==> config.mk <==
export PLATFORM = sky130hd
export DESIGN_NAME = pipeline_ctrl
export DESIGN_NICKNAME = d
export VERILOG_FILES = /design/src/rtl/pipeline_ctrl_pkg.sv /design/src/rtl/pipeline_ctrl_hazard_detect.sv /design/src/rtl/pipeline_ctrl.sv
export SDC_FILE = /design/constraint.sdc
export NUM_CORES = 1
export LEC_CHECK = 0
export CAP_MARGIN = 20
export CORE_MARGIN = 2
export CORE_UTILIZATION = 41
export CTS_CLUSTER_SIZE = 14
export DETAILED_ROUTE_END_ITERATION = 6
export MAX_ROUTING_LAYER = met4
export PLACE_DENSITY = 0.83
export SLEW_MARGIN = 15
export SYNTH_ARGS = -nofsm -noshare
export SYNTH_HDL_FRONTEND = slang
export SYNTH_SLANG_ARGS = --single-unit
==> constraint.sdc <==
create_clock -name clk -period 2.46 [get_ports clk]
set_input_delay 0.738 -clock clk [delete_from_list [all_inputs] [get_ports clk]]
set_output_delay 0.738 -clock clk [all_outputs]
set_load 0.01 [all_outputs]
==> src/rtl/pipeline_ctrl_pkg.sv <==
// Shared constants for the pipeline controller.
// Holds the MIPS opcodes it decodes, the pc_sel encodings and the FSM states.
// Imported by pipeline_ctrl and hazard_detect.
package pipeline_ctrl_pkg;

  localparam logic [5:0] OP_RTYPE = 6'h00;
  localparam logic [5:0] OP_J     = 6'h02;
  localparam logic [5:0] OP_JAL   = 6'h03;
  localparam logic [5:0] OP_BEQ   = 6'h04;
  localparam logic [5:0] OP_BNE   = 6'h05;
  localparam logic [5:0] OP_LW    = 6'h23;
  localparam logic [5:0] OP_SW    = 6'h2B;

  localparam logic [1:0] PC_SEL_SEQ    = 2'd0;
  localparam logic [1:0] PC_SEL_JUMP   = 2'd1;
  localparam logic [1:0] PC_SEL_BRANCH = 2'd2;

  typedef enum logic [1:0] {
    ST_RUN   = 2'd0,
    ST_STALL = 2'd1,
    ST_FLUSH = 2'd2
  } ctrl_state_t;

endpackage

==> src/rtl/pipeline_ctrl_hazard_detect.sv <==
// Combinational decode of which ID sources are read, and load-use compare
// against the load currently in EX.
// Ports: ID opcode/rs/rt fields, EX load tracker in; hazard and is_jump out.
module hazard_detect
  import pipeline_ctrl_pkg::*;
#(
  parameter logic [5:0] J_OP   = OP_J,
  parameter logic [5:0] JAL_OP = OP_JAL
) (
  input  logic        id_valid,
  input  logic [15:0] id_hi,      // id_instr[31:16]: opcode, rs, rt
  input  logic        ex_load,
  input  logic [4:0]  ex_rt,
  output logic        hazard,
  output logic        is_jump
);

  logic [5:0] opcode;
  logic [4:0] rs;
  logic [4:0] rt;
  logic       rs_used;
  logic       rt_used;

  assign opcode = id_hi[15:10];
  assign rs     = id_hi[9:5];
  assign rt     = id_hi[4:0];

  assign is_jump = (opcode == J_OP) || (opcode == JAL_OP);
  assign rs_used = !is_jump;
  assign rt_used = (opcode == OP_RTYPE) || (opcode == OP_SW) ||
                   (opcode == OP_BEQ)   || (opcode == OP_BNE);

  // A load into $zero never produces a value worth waiting for.
  assign hazard = id_valid && ex_load && (ex_rt != 5'd0) &&
                  ((rs_used && (rs == ex_rt)) || (rt_used && (rt == ex_rt)));

endmodule

==> src/rtl/pipeline_ctrl.sv <==
// IF/ID register, EX load tracker and stall/flush control for a 5-stage pipe.
// Ports: fetch (if_*), branch resolve from EX in; IF/ID contents, PC control,
// ID/EX bubble and stall out. Control outputs are combinational on state.
module pipeline_ctrl
  import pipeline_ctrl_pkg::*;
#(
  parameter logic [5:0] LW_OP  = 6'h23,
  parameter logic [5:0] J_OP   = 6'h02,
  parameter logic [5:0] JAL_OP = 6'h03
) (
  input  logic        clk,
  input  logic        reset,
  input  logic        if_valid,
  input  logic [31:0] if_instr,
  input  logic [31:0] if_pc4,
  input  logic        ex_branch_taken,
  output logic        id_valid,
  output logic [31:0] id_instr,
  output logic [31:0] id_pc4,
  output logic        pc_write,
  output logic [1:0]  pc_sel,
  output logic [31:0] jump_target,
  output logic        idex_bubble,
  output logic        stall
);

  ctrl_state_t state;
  logic        ex_load;
  logic [4:0]  ex_rt;
  logic        raw_hazard;
  logic        is_jump;
  logic        flush;

  hazard_detect #(
    .J_OP   (J_OP),
    .JAL_OP (JAL_OP)
  ) u_hazard (
    .id_valid (id_valid),
    .id_hi    (id_instr[31:16]),
    .ex_load  (ex_load),
    .ex_rt    (ex_rt),
    .hazard   (raw_hazard),
    .is_jump  (is_jump)
  );

  assign jump_target = {id_pc4[31:28], id_instr[25:0], 2'b00};

  // Priority: reset > taken branch > load-use stall > jump > sequential.
  always_comb begin
    pc_write    = 1'b1;
    pc_sel      = PC_SEL_SEQ;
    idex_bubble = !id_valid;
    stall       = 1'b0;
    flush       = 1'b0;
    if (reset) begin
      idex_bubble = 1'b1;
    end else if (ex_branch_taken) begin
      pc_sel      = PC_SEL_BRANCH;
      idex_bubble = 1'b1;
      flush       = 1'b1;
    end else if (raw_hazard && (state != ST_FLUSH)) begin
      stall       = 1'b1;
      pc_write    = 1'b0;
      idex_bubble = 1'b1;
    end else if (id_valid && is_jump) begin
      // The jump itself still moves into ID/EX so JAL can write its link.
      pc_sel = PC_SEL_JUMP;
      flush  = 1'b1;
    end
  end

  always_ff @(posedge clk) begin
    if (reset) begin
      id_valid <= 1'b0;
      id_instr <= '0;
      id_pc4   <= '0;
      ex_load  <= 1'b0;
      ex_rt    <= '0;
      state    <= ST_RUN;
    end else begin
      // IF/ID: flush kills the fetched slot, stall holds the current one.
      if (flush) begin
        id_valid <= 1'b0;
      end else if (!stall) begin
        id_valid <= if_valid;
        id_instr <= if_instr;
        id_pc4   <= if_pc4;
      end

      // The bubble clears ex_load, so a given hazard stalls exactly once.
      if (idex_bubble) begin
        ex_load <= 1'b0;
        ex_rt   <= '0;
      end else begin
        ex_load <= (id_instr[31:26] == LW_OP);
        ex_rt   <= id_instr[20:16];
      end

      if (flush)      state <= ST_FLUSH;
      else if (stall) state <= ST_STALL;
      else            state <= ST_RUN;
    end
  end

endmodule

==> results of run 1 <==
[tightest hold or removal path, stage by stage, from the launching register on]
cell	delay (ns)
dfxtp_1	0.31
nand2b_1	0.06
mux2i_1	0.05
[state kept, by name, summed over array words and instances, names as in the netlist]
name and flops:
id_valid 1, ex_load 1, state 2, id_instr 32, id_pc4 32, ex_rt 5
[layer usage]
| metal | vias to the layer above | GRT usage [%] | share of wire [%] |
|---|---|---|---|
| li1 | 1508 | - | - |
| met1 | 1353 | 22.3 | 44 |
| met2 | 107 | 31.3 | 48 |
| met3 | 6 | 5.15 | 7.3 |
| met4 | 0 | 5.77 | 0.84 |
| met5 | - | - | 0 |
[synth_stat cells (2+ instances only)]
| cell | number |
|---|---|
| a211oi_1 | 2 |
| and2_1 | 5 |
| and3_1 | 2 |
| buf_4 | 32 |
| buf_6 | 7 |
| clkbuf_1 | 14 |
| dfxtp_1 | 73 |
| mux2i_1 | 64 |
| nand2_1 | 4 |
| nand2b_1 | 131 |
| nor2_1 | 2 |
| nor2b_1 | 3 |
| nor3_1 | 4 |
| nor4_1 | 2 |
| xnor2_1 | 7 |
| xor2_1 | 3 |
[logic make-up after synthesis]
| kind of cell | Yosys count |
|---|---|
| AND/OR/NAND/NOR | 160 |
| flip-flops | 73 |
| multiplexers | 64 |
| buffers and inverters | 54 |
| XOR/XNOR | 10 |
| AO/OA/AOI/OAI | 7 |
| other | 1 |
[how the worst max path moves through the flow]
stage | from | end | slack [ns]
after floorplan | id_valid | pc_write | 0.06
after global placement | ex_branch_taken | idex_bubble | -0.52
after detailed placement | ex_branch_taken | idex_bubble | -0.53
after CTS | ex_rt[3] | idex_bubble | -0.30
after global routing | id_instr[21] | stall | -0.35
final | ex_rt[3] | idex_bubble | -0.21
[per-stage QoR]
stage / instances / util (%) / total power, uW / setup TNS (ns) / worst slack (ns)
detailed placement: 634 / 63.0 / 1970 / -2.07 / -0.530
CTS: 654 / 65.5 / 2780 / -0.700 / -0.297
global placement: 634 / 63.0 / 1950 / -1.96 / -0.524
floorplan: 370 / - / 1620 / 0 / 0.0599
finish: 656 / 65.8 / 2740 / -0.589 / -0.207
global route: 656 / 65.8 / 2880 / -0.959 / -0.345
[area by class of cell]
cell class,instances,area (um2)
fill,703,2950
timing repair buffer,214,2060
multi-input combinational,243,1850
sequential,73,1470
tap,108,135
clock buffer,10,128
clock inverter,6,35.0
inverter,1,3.75
antenna,1,2.50
[timing repair]
item / in CTS / in global routing
pin swaps: 7 / 2
endpoints found under the setup margin: 5 / 4
cloned: 0 / 0
setup buffers: 4 / 1
resized for setup: 30 / 4
[power by group]
group	leakage (uW)	switching, uW	internal [uW]
logic	0.00166	237	411
registers	0.000603	48.2	1250
clock network	0.0000818	438	359
total	0.00235	723	2020
==> out/results.ini, run 1 <==
[worst_setup_path]
required_ns = 1.72
path_max_fanout = 3
cp_num_buf_inv = 4
cpMaxStageDelayCell = or4_4
cp_num_cells = 8
cp_cell_sequence = or4_4 -> nor2_4 -> buf_6 -> nor4_4 -> a211oi_2 -> buf_4 -> inv_2 -> buf_6
reg2reg_depth = 9
worstPathArrival_ns = 1.93
slowest_delay_ns = 0.55
r2r_setup_slack_ns = 0.33
critPathKind = reg2out
crit_top_cell = buf_6
r2r_end = id_pc4[16]
critPathLaunchType = flip-flop
cp_top_family = simple AND/OR/NAND/NOR gates
r2r-start = ex_rt[3]
crit_path_end_kind = primary output

[cts]
clkLatencyLatePin_ns = 0.33
cts_buffers = 9
root_buffer = clkbuf_8
cts_hold_buf = 0
htreeDepth = 3
cts_tree = built
cts_sinks = 73
clk_pin_slew_ns = 0.08
cts_max_path_buffers = 2

[drt]
wl_um = 9010
vias = 2974
drcViolationCount = 0
drtIter0Drc = 63
first_pass_iters = 4
ant_nets = 0
post_drt_wl_per_cell_um = 13.7
via_per_inst = 4.53

[logic_synthesis]
synthSimpleGateAreaFrac_pct = 27.7
syn_area_mm2 = 0.00362
synthAdderAreaFrac_pct = 0
ys_dominant_reg_cell = dfxtp_1
netlist.area_leader.share_pct = 40.4
synth_top_area_cell = dfxtp_1
synth_compound_gate_area_share_pct = 1.31
ys_top_cells_by_area = dfxtp_1 40%, nand2b_1 23%, mux2i_1 18%
synth_seq_cells = 73
synth-xor-area-share_pct = 2.42
synthMuxAreaShare_pct = 17.7
postSynthCellCount = 369
synth_top_family_by_area = simple AND/OR/NAND/NOR gates
syn_avg_cell_area_um2 = 9.81
ys_seq_area_share_pct = 40.4
yosysWarnings = 0
async_flop_share_pct = 0
synth_cell_types = 30
synth_edf_count = 0

[floorplanning]
fp.dieH_um = 98.0
core_mm2 = 0.00864
rows = 34
die_w_um = 98.0
die_area_mm2 = 0.00960
ios = 170
start_util_pct = 41.9

[sta]
min_period_over_period_pct = 108
fin_crit_ns = 2.67
hold_violations = 0
tightestPinTransition_ns = 0.522
holdWs_ns = 0.473
grt_setup_unrepaired = yes
skew_ns = 0.00833
slew-limit-headroom_pct = 65.2
drv_slew = 0
setup_violations = 3
postLayoutSetupSlackWorst_ns = -0.207
fmax_ghz = 0.375

[place]
port_buffers = 167
gp_congestion = 0.750
place_hpwl_um = 6540
placed_cell_area_mm2 = 0.00544

[power]
leakage_uw = 0.00235
ir_worst_vdd_mv = 0.245
p_per_area_mw_per_mm2 = 483

[global_route]
grt_pass1_vias = 3053
grt_first_pass_wirelength_um = 14400
gr-total-overflow = 0
grt_start_max_net_pins = 75
grt.total_usage_pct = 18.9
antenna_found_initial = 1

[cells_and_area]
final_layout_size_suffix_gt1_share_pct = 15.2
final_area_mm2 = 0.00569
final_cell_mix = 160 x clkdlybuf4s50_1, 130 x nand2b_1, 70 x dfxtp_1, 64 x mux2i_1, 42 x buf_4
area_growth_pct = 57.0
nNetsFinal = 610
layout_commonest_cell = clkdlybuf4s50_1

[worst_hold_path]
hold_start = id_pc4[9]
hold_path_end = id_pc4[9]
hold_depth = 2
hp-class = reg2reg

[run_status]
failed_checks = setup timing
status = finished, violations left

[job]
max_cap_viol_count = 0

Power figures use the tool's default switching activity.
==> run 2: changes to the inputs <==
- CORE_MARGIN: 2 -> unset
==> run 2 against run 1 <==
The run still ends with setup timing left; global-route usage is 0.58 points higher; critical path depth stayed put; sequential cell count unchanged; non-clock buffer count rose by 4; first-iteration DRC count up 17%; routed wire length rose by 3.3%; clock skew is 0.00083 ns higher; largest power group unchanged.
==> out/results.ini, run 2 (same netlist as run 1, synthesis figures left out) <==
[global_route]
grt.total_usage_pct = 19.4  ; +0.58 points
gr-total-overflow = 0  ; unchanged
grt_pass1_vias = 2882  ; -5.6%
grt_first_pass_wirelength_um = 13200  ; -7.8%
antenna_found_initial = 0  ; -1
grt_start_max_net_pins = 125  ; +67%

[drt]
ant_nets = 0  ; unchanged
first_pass_iters = 4  ; unchanged
post_drt_wl_per_cell_um = 14.2  ; +3.3%
via_per_inst = 4.68  ; +3.1%
wl_um = 9300  ; +3.3%
drtIter0Drc = 74  ; +17%
drcViolationCount = 0  ; unchanged
vias = 3067  ; +3.1%

[worst_hold_path]
hp-class = reg2reg
hold_depth = 2  ; unchanged

[worst_setup_path]
cp_top_family = simple AND/OR/NAND/NOR gates
critPathKind = reg2out
cp_num_buf_inv = 4  ; unchanged
critPathLaunchType = flip-flop
slowest_delay_ns = 0.54  ; about the same
crit_path_end_kind = primary output
required_ns = 1.72  ; about the same
reg2reg_depth = 9  ; unchanged
worstPathArrival_ns = 2.08  ; +0.15 ns
path_max_fanout = 3  ; unchanged
crit_top_cell = buf_4
cpMaxStageDelayCell = or4_4
cp_cell_sequence = or4_4 -> nor2_4 -> nor4_4 -> buf_4 -> a211oi_4 -> buf_4 -> inv_2 -> buf_6
cp_num_cells = 8  ; unchanged

[cts]
clk_pin_slew_ns = 0.08  ; about the same
cts_sinks = 73  ; unchanged
root_buffer = clkbuf_8
cts_hold_buf = 0  ; unchanged
cts_tree = built
cts_buffers = 9  ; unchanged
cts_max_path_buffers = 2  ; unchanged
clkLatencyLatePin_ns = 0.34  ; about the same
htreeDepth = 3  ; unchanged

[cells_and_area]
fin_cells = 656  ; unchanged
layout_commonest_cell = clkdlybuf4s50_1
final_layout_size_suffix_gt1_share_pct = 17.8  ; +2.6 points
nNetsFinal = 614  ; +0.66%
top_regs = id_instr: 32 flops, id_pc4: 32 flops, ex_rt: 5 flops
final_cell_mix = 160 x clkdlybuf4s50_1, 129 x nand2b_1, 68 x dfxtp_1, 64 x mux2i_1, 41 x buf_4
antenna_cells = 0  ; -1
area_growth_pct = 61.4

[job]
max_cap_viol_count = 0  ; unchanged

[power]
p_per_area_mw_per_mm2 = 503  ; +4.2%
leakage_uw = 0.00241  ; +2.7%
ir_worst_vdd_mv = 0.326  ; +33%

[floorplanning]
fp.dieH_um = 96.0  ; -2.0%
die_area_mm2 = 0.00921  ; -4.0%
start_util_pct = 43.2  ; +1.3 points
rows = 33  ; -2.9%
die_w_um = 96.0  ; -2.0%
ios = 170  ; unchanged
core_mm2 = 0.00838  ; -2.9%

[place]
place_hpwl_um = 6250  ; -4.4%
dp_worst_setup_slack_ns = -0.620  ; -0.0896 ns
dp_cells = 629  ; -0.79%
gp_congestion = 0.853  ; +14%
port_buffers = 167  ; unchanged

[sta]
postLayoutSetupSlackWorst_ns = -0.357  ; -0.149 ns
fmax_ghz = 0.355  ; -5.3%
setup_violations = 3  ; unchanged
grt_setup_unrepaired = yes
hold_violations = 0  ; unchanged
fin_crit_ns = 2.82  ; +0.149 ns
holdWs_ns = 0.473  ; +0.000741 ns
tightestPinTransition_ns = 0.817  ; +0.295 ns
drv_slew = 0  ; unchanged
slew-limit-headroom_pct = 45.5  ; -20 points
min_period_over_period_pct = 114  ; +6.1 points
skew_ns = 0.00916  ; +0.000834 ns

[run_status]
status = finished, violations left
failed_checks = setup timing

[run 2: cell types whose count changed in the layout (fill, tap and decap cells not counted), sizes merged]
cell    before  now
buf         52   55
bufinv       0    1
clkbuf      10   11
clkinv       4    3
diode        1    0
[run 2: cell type report]
cell class	count	area [um2]
Sequential cell	73	1470
Tap cell	105	131
Inverter	1	3.75
Clock inverter	6	67.6
Fill cell	621	2540
Multi-Input combinational cell	243	1910
Clock buffer	10	138
Timing Repair Buffer	218	2120
[run 2: per-layer routing]
metal / global-route usage [%] / routed length, um / vias up
met5: - / 0 / -
met4: 11.2 / 291 / 0
met3: 3.08 / 454 / 20
met2: 31.8 / 4610 / 100
met1: 22.6 / 3950 / 1430
li1: - / - / 1517
[run 2: path summary, 6_finish.rpt]
path / startpoint / to / slack [ns]
setup / recovery: ex_rt[0] / idex_bubble / -0.36
hold / removal: id_pc4[19] / id_pc4[19] / 0.47
setup reg to reg: ex_rt[0] / id_instr[27] / 0.11
hold reg to reg: id_pc4[19] / id_pc4[19] / 0.47
[run 2: what timing repair did]
action	in CTS	in global routing
gates resized for setup	31	21
setup endpoints to repair	5	54
setup buffers	5	6
cloned	0	3
pin swaps	6	6
[run 2: stage by stage]
step / util, % / power, uW / area (um2) / TNS (ns)
floorplan: - / 1620 / 3630 / 0
global placement: 64.7 / 1950 / 5420 / -2.69
detailed placement: 64.7 / 1960 / 5420 / -3.80
CTS: 67.8 / 2940 / 5690 / -0.768
global route: 69.7 / 3070 / 5850 / -1.09
finish: 69.7 / 2940 / 5850 / -0.870
[run 2: report_power, final]
part           internal, uW  total, uW  switching, uW
registers              1250       1300           48.6
logic                   423        669            246
clock network           498        971            474
total                  2170       2940            768
[run 2: worst min-delay path, delay by kind of cell, from the launching register on]
| kind | cells | cell delay (ns) |
|---|---|---|
| mux | 1 | 0.05 |
| flops | 1 | 0.32 |
| simple gates | 1 | 0.06 |
==> run 3: changes to the inputs <==
- SKIP_LAST_GASP: unset -> 1
==> run 3 against run 2 <==
Sequential share of layout area up 0.081 points; die area unchanged; combinational power is essentially flat; critical endpoint unchanged; largest cell class unchanged; global-route usage is the same; the flow still finishes with violations (setup timing); sequential cell count unchanged; total power barely moved; critical path depth unchanged.
==> out/results.ini, run 3 (same netlist as run 1, synthesis figures left out) <==
[sta]
hold_violations = 0  ; unchanged
postLayoutSetupSlackWorst_ns = -0.373  ; -0.0162 ns
fin_crit_ns = 2.83  ; +0.0162 ns
min_period_over_period_pct = 115  ; +0.66 points
skew_ns = 0.00895  ; -0.000211 ns
tightestPinTransition_ns = 0.821  ; +0.00362 ns
slew-limit-headroom_pct = 45.3  ; -0.24 points
setup_violations = 3  ; unchanged
grt_setup_unrepaired = yes
drv_slew = 0  ; unchanged
fmax_ghz = 0.353  ; -0.57%

[worst_setup_path]
cp_num_buf_inv = 4  ; unchanged
required_ns = 1.72  ; about the same
reg2reg_depth = 9  ; unchanged
cp_top_family = simple AND/OR/NAND/NOR gates
crit_path_end_kind = primary output
cpMaxStageDelayCell = or4_4
r2r_setup_slack_ns = 0.12  ; about the same
crit_top_cell = buf_4
slowest_delay_ns = 0.54  ; about the same
critPathLaunchType = flip-flop
worstPathArrival_ns = 2.09  ; about the same
cp_cell_sequence = or4_4 -> nor2_4 -> nor4_4 -> buf_4 -> a211oi_2 -> buf_4 -> inv_2 -> buf_6
path_max_fanout = 3  ; unchanged
critPathKind = reg2out
cp_num_cells = 8  ; unchanged

[floorplanning]
die_area_mm2 = 0.00921  ; unchanged
die_w_um = 96.0  ; unchanged
rows = 33  ; unchanged
fp.dieH_um = 96.0  ; unchanged
core_mm2 = 0.00838  ; unchanged
start_util_pct = 43.2  ; unchanged
ios = 170  ; unchanged

[power]
ir_worst_vdd_mv = 0.326  ; about the same
pwr-share-seq_pct = 44.2  ; about the same
p_per_area_mw_per_mm2 = 504  ; +0.29%
clkPwrFrac_pct = 33.1  ; about the same
total_power_uw = 2940  ; about the same
p_comb_share_pct = 22.7  ; about the same
p_sw_share_pct = 26.2  ; about the same
leakage_uw = 0.00241  ; -0.14%
switching_power_uw = 768  ; about the same
internal_power_uw = 2170  ; about the same

[cells_and_area]
final_layout_size_suffix_gt1_share_pct = 17.6  ; -0.18 points
antenna_cells = 0  ; unchanged
final_area_mm2 = 0.00583  ; -0.32%
nNetsFinal = 614  ; unchanged
area_growth_pct = 60.9
top_regs = id_instr: 32 flops, id_pc4: 32 flops, ex_rt: 5 flops
fin_util_pct = 69.5  ; -0.22 points
layout_commonest_cell = clkdlybuf4s50_1
final_cell_mix = 160 x clkdlybuf4s50_1, 129 x nand2b_1, 68 x dfxtp_1, 64 x mux2i_1, 42 x buf_4

[cts]
cts_max_path_buffers = 2  ; unchanged
clkLatencyLatePin_ns = 0.34  ; about the same
cts_tree = built
htreeDepth = 3  ; unchanged
cts_hold_buf = 0  ; unchanged
clk_pin_slew_ns = 0.08  ; about the same
cts_sinks = 73  ; unchanged
root_buffer = clkbuf_8
cts_buffers = 9  ; unchanged

[drt]
drtIter0Drc = 78  ; +5.4%
ant_nets = 0  ; unchanged
via_per_inst = 4.68  ; unchanged
drcViolationCount = 0  ; unchanged
post_drt_wl_per_cell_um = 14.2  ; -0.11%
first_pass_iters = 4  ; unchanged
wl_um = 9290  ; -0.11%
vias = 3067  ; unchanged

[global_route]
grt.total_usage_pct = 19.4  ; unchanged
grt_first_pass_wirelength_um = 13200  ; unchanged
antenna_found_initial = 0  ; unchanged
grt_start_max_net_pins = 125  ; unchanged
grt_pass1_vias = 2882  ; unchanged
gr-total-overflow = 0  ; unchanged

[place]
port_buffers = 167  ; unchanged
placed_cell_area_mm2 = 0.00542  ; unchanged
place_hpwl_um = 6250  ; unchanged
gp_congestion = 0.853  ; unchanged

[worst_hold_path]
hold_depth = 2  ; unchanged
hp-class = reg2reg

[job]
max_cap_viol_count = 0  ; unchanged

[run_status]
status = finished, violations left
failed_checks = setup timing

## run 3: worst min-delay path, cell delays in order (launching register included)
cell and delay, ns:
dfxtp_1 0.32, nand2b_1 0.06, mux2i_1 0.05
## run 3: layer usage
layer  wire length, um  vias up  global-route usage (%)  share of wire [%]
met1              3950     1431                    22.6                 43
li1                  -     1518                       -                  -
met3               442       20                    3.08                4.8
met5                 0        -                       -                  0
met2              4600       98                    31.8                 50
met4               291        0                    11.2                3.1
## run 3: cell type report
| class | count | area [um2] |
|---|---|---|
| multi-input combinational | 243 | 1900 |
| sequential | 73 | 1470 |
| clock inverter | 6 | 67.6 |
| tap | 105 | 131 |
| fill | 624 | 2550 |
| timing repair buffer | 218 | 2120 |
| clock buffer | 10 | 138 |
| inverter | 1 | 3.75 |
## run 3: power groups by stage
stage / logic [uW] / clock network [uW] / registers [uW]
finish: 667 / 972 / 1300
CTS: 650 / 990 / 1300
detailed placement: 639 / 0 / 1320
global placement: 628 / 0 / 1320
floorplan: 262 / 0 / 1360
global route: 713 / 1050 / 1310
## run 3: final timing paths
path / start / to
setup / recovery: ex_rt[0] / idex_bubble
hold / removal: id_pc4[19] / id_pc4[19]
setup reg to reg: ex_rt[0] / id_instr[27]
hold reg to reg: id_pc4[19] / id_pc4[19]
## run 3: what timing repair did
item,CTS,global route
setup endpoints to repair,5,54
buffers inserted,5,6
cloned,0,3
gates resized for setup,31,17
pin swaps,6,5
## run 3: stage by stage
stage                     cells  worst slack [ns]  hold WS, ns  setup TNS, ns
final                       656            -0.373        0.473         -0.900
after global routing        656            -0.430        0.501          -1.12
after CTS                   650            -0.344        0.479         -0.768
after detailed placement    629            -0.620        0.464          -3.80
after global placement      629            -0.652        0.458          -2.69
after floorplan             370            0.0599        0.493              0
